File: config.mk
export PLATFORM = sky130hd
export DESIGN_NAME = wide_add_seq
export DESIGN_NICKNAME = d
export VERILOG_FILES = /design/src/rtl/wide_add_seq.sv
export SDC_FILE = /design/constraint.sdc
export NUM_CORES = 1
export LEC_CHECK = 0
export CORE_MARGIN = 1
export CORE_UTILIZATION = 28
export DETAILED_ROUTE_END_ITERATION = 10
export GPL_ROUTABILITY_DRIVEN = 0
export GPL_TIMING_DRIVEN = 0
export HOLD_SLACK_MARGIN = 0.12
export MAX_ROUTING_LAYER = met4
export SYNTH_ARGS = -nofsm -noshare
export SYNTH_HDL_FRONTEND = slang
export SYNTH_SLANG_ARGS = --single-unit
File: constraint.sdc
create_clock -name clk -period 3.8 [get_ports clk]
set_input_delay 0.38 -clock clk [delete_from_list [all_inputs] [get_ports clk]]
set_output_delay 0.38 -clock clk [all_outputs]
set_load 0.01 [all_outputs]
File: src/rtl/wide_add_seq.sv
// Multi-cycle wide add/subtract sequencer that walks a narrow external ALU
// one slice per cycle, least-significant slice first, rippling the carry.
//
// state | meaning
// ------+-------------------------------------------------------------
// IDLE  | waiting for start; ALU inputs held at 0
// RUN   | one slice per cycle through the ALU, carry rippled in carry_reg
// DONE  | one-cycle completion pulse; result/carry/zero just updated
module wide_add_seq #(
    parameter int TERMINAL_RANGE = 8,
    parameter int BYTES          = 2
) (
    input  logic                              clk,
    input  logic                              rst_n,
    input  logic                              start,
    input  logic                              op,
    input  logic [TERMINAL_RANGE*BYTES-1:0]   a,
    input  logic [TERMINAL_RANGE*BYTES-1:0]   b,
    output logic                              busy,
    output logic                              done,
    output logic [TERMINAL_RANGE*BYTES-1:0]   result,
    output logic                              carry,
    output logic                              zero,
    output logic [TERMINAL_RANGE-1:0]         alu_a,
    output logic [TERMINAL_RANGE-1:0]         alu_b,
    output logic                              alu_cin,
    input  logic [TERMINAL_RANGE-1:0]         alu_product,
    input  logic                              alu_cout,
    input  logic                              alu_zero
);

    localparam int W  = TERMINAL_RANGE * BYTES;
    localparam int IW = (BYTES > 1) ? $clog2(BYTES) : 1;
    localparam logic [IW-1:0] LAST_IDX = IW'(BYTES - 1);

    typedef enum logic [1:0] {
        S_IDLE = 2'd0,
        S_RUN  = 2'd1,
        S_DONE = 2'd2
    } state_t;

    state_t          state;
    logic [W-1:0]    a_lat;
    logic [W-1:0]    b_lat;
    logic [W-1:0]    work;
    logic [W-1:0]    work_next;
    logic [IW-1:0]   idx;
    logic            carry_reg;
    logic            zacc;

    // The final slice is merged here so result picks it up on the same edge.
    always_comb begin
        work_next = work;
        work_next[int'(idx)*TERMINAL_RANGE +: TERMINAL_RANGE] = alu_product;
    end

    always_comb begin
        alu_a   = '0;
        alu_b   = '0;
        alu_cin = 1'b0;
        if (state == S_RUN) begin
            alu_a   = a_lat[int'(idx)*TERMINAL_RANGE +: TERMINAL_RANGE];
            alu_b   = b_lat[int'(idx)*TERMINAL_RANGE +: TERMINAL_RANGE];
            alu_cin = carry_reg;
        end
    end

    always_ff @(posedge clk or negedge rst_n) begin
        if (!rst_n) begin
            state     <= S_IDLE;
            busy      <= 1'b0;
            done      <= 1'b0;
            result    <= '0;
            carry     <= 1'b0;
            zero      <= 1'b0;
            a_lat     <= '0;
            b_lat     <= '0;
            work      <= '0;
            idx       <= '0;
            carry_reg <= 1'b0;
            zacc      <= 1'b1;
        end else begin
            case (state)
                S_IDLE: begin
                    if (start) begin
                        // Subtract is a + ~b + 1: invert b here, seed carry with op.
                        a_lat     <= a;
                        b_lat     <= op ? ~b : b;
                        idx       <= '0;
                        carry_reg <= op;
                        zacc      <= 1'b1;
                        busy      <= 1'b1;
                        state     <= S_RUN;
                    end
                end
                S_RUN: begin
                    work      <= work_next;
                    carry_reg <= alu_cout;
                    zacc      <= zacc & alu_zero;
                    idx       <= idx + IW'(1);
                    if (idx == LAST_IDX) begin
                        result <= work_next;
                        carry  <= alu_cout;
                        zero   <= zacc & alu_zero;
                        done   <= 1'b1;
                        state  <= S_DONE;
                    end
                end
                S_DONE: begin
                    done  <= 1'b0;
                    busy  <= 1'b0;
                    state <= S_IDLE;
                end
                default: begin
                    done  <= 1'b0;
                    busy  <= 1'b0;
                    state <= S_IDLE;
                end
            endcase
        end
    end

endmodule

==> impl_metrics.py, run 1 <==
metrics = {
    "cts": {
        "cts_htree_levels": 3,
        "cts_setup_buffers": 0,
        "clkTransAtPathRegs_ns": 0.08,
        "cts_resized": 0,
        "cts_num_sinks": 65,
        "clk-insertion-delay-late_ns": 0.35,
        "cts-hold-fix-buffers": 0,
        "tritoncts": "yes",
        "clockRootBuffer": "clkbuf_8",
        "clockBufferDepth": 2,
        "cts_buffers": 9,
    },
    "final_layout": {
        "largestRegisters": "a_lat (16), b_lat (16), result (16)",
        "layout.nets": 366,
        "fill_cells": 943,
        "syn_to_final_growth_pct": 40.9,
        "final_cell_mix": "clkdlybuf4s50_1 (80), dfrtp_1 (64), nor2_1 (35)",
        "post-route-util_pct": 41.1,
        "diodes": 0,
        "layout-drive-gt1-share_pct": 13.5,
        "layout_commonest_cell": "clkdlybuf4s50_1",
    },
    "critical_path": {
        "reg2reg_depth": 4,
        "start_kind": "register",
        "cp.required_ns": 3.42,
        "critPathKind": "register to output port",
        "critPathLaunch": "state[0]$_DFFE_PN0P_",
        "path_max_fanout": 10,
        "critical_path_arrival_ns": 2.27,
        "end_kind": "output port",
        "reg2reg_slack_ns": 2.19,
        "r2r_end": "a_lat[15]$_DFFE_PN0P_",
        "r2r-start": "state[1]$_DFFE_PN0P_",
        "endpoint": "alu_a[5]",
    },
    "logic_synthesis": {
        "synth-xor-area-share_pct": 4.87,
        "synth_compound_gate_area_share_pct": 4.95,
        "synth_nets": 274,
        "synthCells": 228,
        "yosys-top-cells-area": "dfrtp_1 (56%), mux2_1 (12%), mux2i_1 (5.6%), mux2_4 (5.2%), xnor2_1 (4.9%)",
        "synth.avg_cell_area_um2": 12.6,
        "yosysTopAreaCell": "dfrtp_1",
        "yosys.cell_types.count": 23,
        "synth.top_cell.area_share_pct": 55.6,
        "yosys.area_share.simple_pct": 6.78,
        "ys_warn_count": 0,
        "syn_area_um2": 2880,
        "ys_seq_area_share_pct": 56.5,
        "synth_top_family_by_area": "multiplexers",
        "synth_seq_cells": 65,
        "synthAdderAreaFrac_pct": 0,
        "muxShareOfSynthArea_pct": 22.9,
    },
    "global_routing": {
        "antenna_found_initial": 0,
        "grt.total_usage_pct": 13.1,
        "grt_pass1_vias": 1961,
        "gr-total-overflow": 0,
        "grt_pass1_wl_um": 9960,
        "grt_max_degree": 66,
    },
    "timing": {
        "rsz0062_at_grt": "false",
        "tightestPinTransition_ns": 0.809,
        "whs_ns": 0.121,
        "fin_crit_ns": 2.65,
        "fmax_mhz": 378,
        "setup_viol": 0,
        "hold_viol": 0,
        "fin_setup_tns_ns": 0,
        "slew-limit-headroom_pct": 46.1,
        "fin_worst_skew_ns": 0.00849,
        "maxSlewViolCount": 0,
        "fin_crit_sh_pct": 69.6,
    },
    "power_and_ir_drop": {
        "peakVddDrop_mv": 0.288,
        "p_leak_nw": 1.70,
        "powerDensity_nw_per_um2": 830,
        "p_total_mw": 3.37,
    },
    "routing": {
        "ant_nets": 0,
        "routedWlPerCell_um": 13.6,
        "dr.pass1.iters": 4,
        "drc_errors": 0,
        "viasPerCell": 4.28,
        "drt_iter0_markers": 44,
        "vias": 1961,
        "wl_um": 6220,
    },
    "placement": {
        "post-dp-hpwl_um": 4280,
        "port_buffers": 81,
    },
    "outcome": {
        "status": "finished, final reports clean",
    },
    "job": {
        "max_cap_violations": 0,
    },
    "die": {
        "core_area_um2": 9860,
        "die_h_um": 103,
        "dieArea_um2": 10700,
        "die_x_um": 103,
        "initial_core_util_pct": 29.2,
        "row_count": 36,
        "ioPinCount": 83,
    },
    "hold_path": {
        "hp-class": "primary input to asynchronous set/reset pin",
    },
}
## cell type report
cell class	count	area [um2]	area share, %
Buffer	16	104	2.56
Multi-Input combinational cell	144	1140	28.0
Clock inverter	7	78.8	1.94
Clock buffer	9	124	3.05
Timing Repair Buffer	81	808	19.9
Tap cell	133	166	4.10
Sequential cell	65	1630	40.1
Inverter	3	11.3	0.278
## stage by stage
step | cell area [um2] | std cells | setup WS [ns]
2_1_floorplan | 2880 | 228 | 2.31
3_3_place_gp | 3860 | 442 | 0.0809
3_5_place_dp | 3850 | 442 | 1.52
4_1_cts | 4060 | 458 | 1.12
5_1_grt | 4060 | 458 | 0.979
6_report | 4060 | 458 | 1.15
## per-layer routing
layer  GRT usage (%)  part of all wire (%)  up-vias
met2            19.1                    45       65
met3            4.70                   7.0        4
met1            16.8                    47      936
met4            4.55                  0.90        0
met5               -                     0        -
li1                -                     -      956
## how the worst min path moves through the flow
stage	start	end	slack, ns	cells after the start
after detailed placement	a_lat[2]$_DFFE_PN0P_	a_lat[2]$_DFFE_PN0P_	0.48	1
after CTS	rst_n	result[10]$_DFFE_PN0P_	0.15	1
after global routing	rst_n	result[9]$_DFFE_PN0P_	0.18	1
final	rst_n	result[13]$_DFFE_PN0P_	0.12	1
after floorplan	rst_n	a_lat[0]$_DFFE_PN0P_	0.08	0
after global placement	work[1]$_DFFE_PN0N_	work[1]$_DFFE_PN0N_	0.47	1
## worst max-delay path, stage by stage, from the launching register on
cell and delay, ns:
dfrtp_1 0.48, nand2b_1 0.10, buf_2 0.28, clkbuf_1 0.43, nor2_1 0.12, clkdlybuf4s50_1 0.50
## power by group
group | internal [mW] | switching [mW] | total [mW] | leakage [nW]
registers | 1.05 | 0.179 | 1.22 | 0.751
logic | 0.880 | 0.661 | 1.54 | 0.854
clock network | 0.308 | 0.293 | 0.601 | 0.0925
total | 2.23 | 1.13 | 3.37 | 1.70
## logic make-up (layout without fill, tap and decap cells)
family,count (synthesis),after routing
AO/OA/AOI/OAI,27,27
XOR/XNOR,16,16
buffers and inverters,19,116
flip-flops,65,65
multiplexers,57,57
AND/OR/NAND/NOR,44,44
## synthesized netlist by cell type, drive strengths merged
library cell,number
a21oi,20
inv,3
o32a,1
nand2,2
mux2i,16
dfstp,1
o21ai,5
nand3b,1
mux2,41
o21a,1
and3,1
clkbuf,2
nor2,36
xnor2,16
nor3b,1
buf,14
nand2b,3
dfrtp,64
No activity file was read; power rests on OpenSTA's default activity.
==> inputs of run 2 (changes only) <==
==> constraint.sdc (replaced) <==
create_clock -name clk -period 2.8 [get_ports clk]
set_input_delay 0.28 -clock clk [delete_from_list [all_inputs] [get_ports clk]]
set_output_delay 0.28 -clock clk [all_outputs]
set_load 0.01 [all_outputs]
==> run 2 against run 1 <==
Compared with the run above: routed wire length rose by 0.13%; register-to-register slack got worse by 1.0 ns; highest routed layer unchanged; core utilization is 0.10 points higher; largest power group unchanged; largest cell class unchanged; worst setup slack got worse by 0.90 ns; sequential share of layout area decreased by 0.099 points.
==> impl_metrics.py, run 2 (synthesized netlist as in run 1, its figures left out) <==
metrics = {
    "outcome": {
        "status": "finished, final reports clean",
    },
    "cts": {
        "cts_setup_buffers": 0,
        "cts_htree_levels": 3,
        "clockRootBuffer": "clkbuf_8",
        "clk-insertion-delay-late_ns": 0.35,
        "cts_num_sinks": 65,
        "cts-hold-fix-buffers": 1,
        "tritoncts": "yes",
        "clkTransAtPathRegs_ns": 0.08,
        "clockBufferDepth": 2,
        "cts_buffers": 9,
        "cts_resized": 0,
    },
    "timing": {
        "fin_crit_sh_pct": 90.8,
        "tightestPinTransition_ns": 0.815,
        "maxSlewViolCount": 0,
        "slew-limit-headroom_pct": 45.7,
        "fmax_mhz": 393,
        "fin_worst_skew_ns": 0.00849,
        "rsz0062_at_grt": "false",
        "whs_ns": 0.379,
        "fin_crit_ns": 2.54,
        "setup_viol": 0,
        "hold_viol": 0,
        "fin_setup_tns_ns": 0,
    },
    "job": {
        "max_cap_violations": 0,
    },
    "power_and_ir_drop": {
        "switching_share_pct": 33.6,
        "seqPwrFrac_pct": 36.3,
        "switchingPower_mw": 1.54,
        "internal_power_mw": 3.03,
        "powerDensity_nw_per_um2": 1120,
        "peakVddDrop_mv": 0.391,
        "p_leak_nw": 1.70,
        "pwr-share-clk_pct": 17.8,
        "power_frac_comb_pct": 45.8,
        "p_total_mw": 4.57,
    },
    "final_layout": {
        "post-route-util_pct": 41.2,
        "final_cell_mix": "clkdlybuf4s50_1 (80), dfrtp_1 (64), nor2_1 (35)",
        "fin_cells": 459,
        "layout-drive-gt1-share_pct": 13.5,
        "syn_to_final_growth_pct": 41.2,
        "largestRegisters": "a_lat (16), b_lat (16), result (16)",
        "layout_commonest_cell": "clkdlybuf4s50_1",
        "diodes": 0,
        "layout.nets": 367,
    },
    "routing": {
        "routedWlPerCell_um": 13.6,
        "drt_iter0_markers": 41,
        "vias": 1967,
        "viasPerCell": 4.29,
        "ant_nets": 0,
        "drt-met1-wl_um": 2910,
        "highest_layer": "met4",
        "drc_errors": 0,
        "wl_um": 6230,
        "met3_length_um": 436,
        "dr.pass1.iters": 4,
        "route.met2.wl_um": 2830,
    },
    "global_routing": {
        "grt_max_degree": 66,
        "grt_pass1_wl_um": 9960,
        "antenna_found_initial": 0,
        "gr-total-overflow": 0,
        "grt_pass1_vias": 1961,
        "grt.total_usage_pct": 13.1,
    },
    "die": {
        "initial_core_util_pct": 29.2,
        "die_h_um": 103,
        "ioPinCount": 83,
        "core_area_um2": 9860,
        "row_count": 36,
        "die_x_um": 103,
        "dieArea_um2": 10700,
    },
    "critical_path": {
        "start_kind": "register",
        "path_delay_family": "buffers and inverters",
        "slowest_delay_ns": 0.50,
        "end_kind": "output port",
        "crit_chain": "nand2b_1, buf_2, clkbuf_1, nor2_1, clkdlybuf4s50_1",
        "critical_path_arrival_ns": 2.26,
        "path_buf_inv": 3,
        "crit_slowest_cell": "clkdlybuf4s50_1",
        "critPathKind": "register to output port",
        "path_max_fanout": 10,
        "cp.required_ns": 2.52,
    },
    "hold_path": {
        "hp-class": "primary input to register",
    },
    "placement": {
        "dp_cells": 442,
        "post-dp-hpwl_um": 4280,
        "port_buffers": 81,
    },
}
-- run 2: cell count changes in the layout (fill, tap and decap cells not counted), sizes merged --
cell / change
dlygate4sd3: +1
-- run 2: tightest hold or removal path: stages --
cell	delay [ns]
buf_2	0.18
xnor2_1	0.17
a21oi_1	0.06
-- run 2: metal layers --
layer  vias up  global-route usage [%]
met5         -                       -
met4         0                    4.55
met3         4                    4.70
met2        65                    19.1
met1       940                    16.8
li1        958                       -
-- run 2: cell type report --
cell class,count,area [um2]
buffer,16,104
clock buffer,9,124
clock inverter,7,78.8
fill,942,5800
inverter,3,11.3
multi-input combinational,144,1140
sequential,65,1630
tap,133,166
timing repair buffer,82,818
-- run 2: power groups by stage --
stage	Combinational (mW)	Sequential (mW)	Clock, mW
finish	2.09	1.66	0.815
global route	2.30	1.72	0.885
CTS	2.14	1.67	0.850
detailed placement	2.12	1.68	0
global placement	2.10	1.66	0
floorplan	1.17	1.69	0
-- run 2: metrics by stage --
step	instance area [um2]	setup WS, ns
4_1_cts	4070	0.217
3_5_place_dp	3850	0.616
6_report	4070	0.257
2_1_floorplan	2880	1.41
3_3_place_gp	3860	-0.819
5_1_grt	4070	0.0785
-- run 2: path summary, 6_finish.rpt --
kind,from,slack (ns),to,depth (start not counted)
hold reg to reg,a_lat[1]$_DFFE_PN0P_,0.48,a_lat[1]$_DFFE_PN0P_,1
min in group asynchronous,rst_n,0.56,result[13]$_DFFE_PN0P_,2
setup / recovery,state[0]$_DFFE_PN0P_,0.26,alu_a[5],5
setup reg to reg,state[1]$_DFFE_PN0P_,1.19,a_lat[15]$_DFFE_PN0P_,4
hold / removal,op,0.38,b_lat[4]$_DFFE_PN0P_,3
max in group asynchronous,rst_n,1.69,a_lat[13]$_DFFE_PN0P_,2
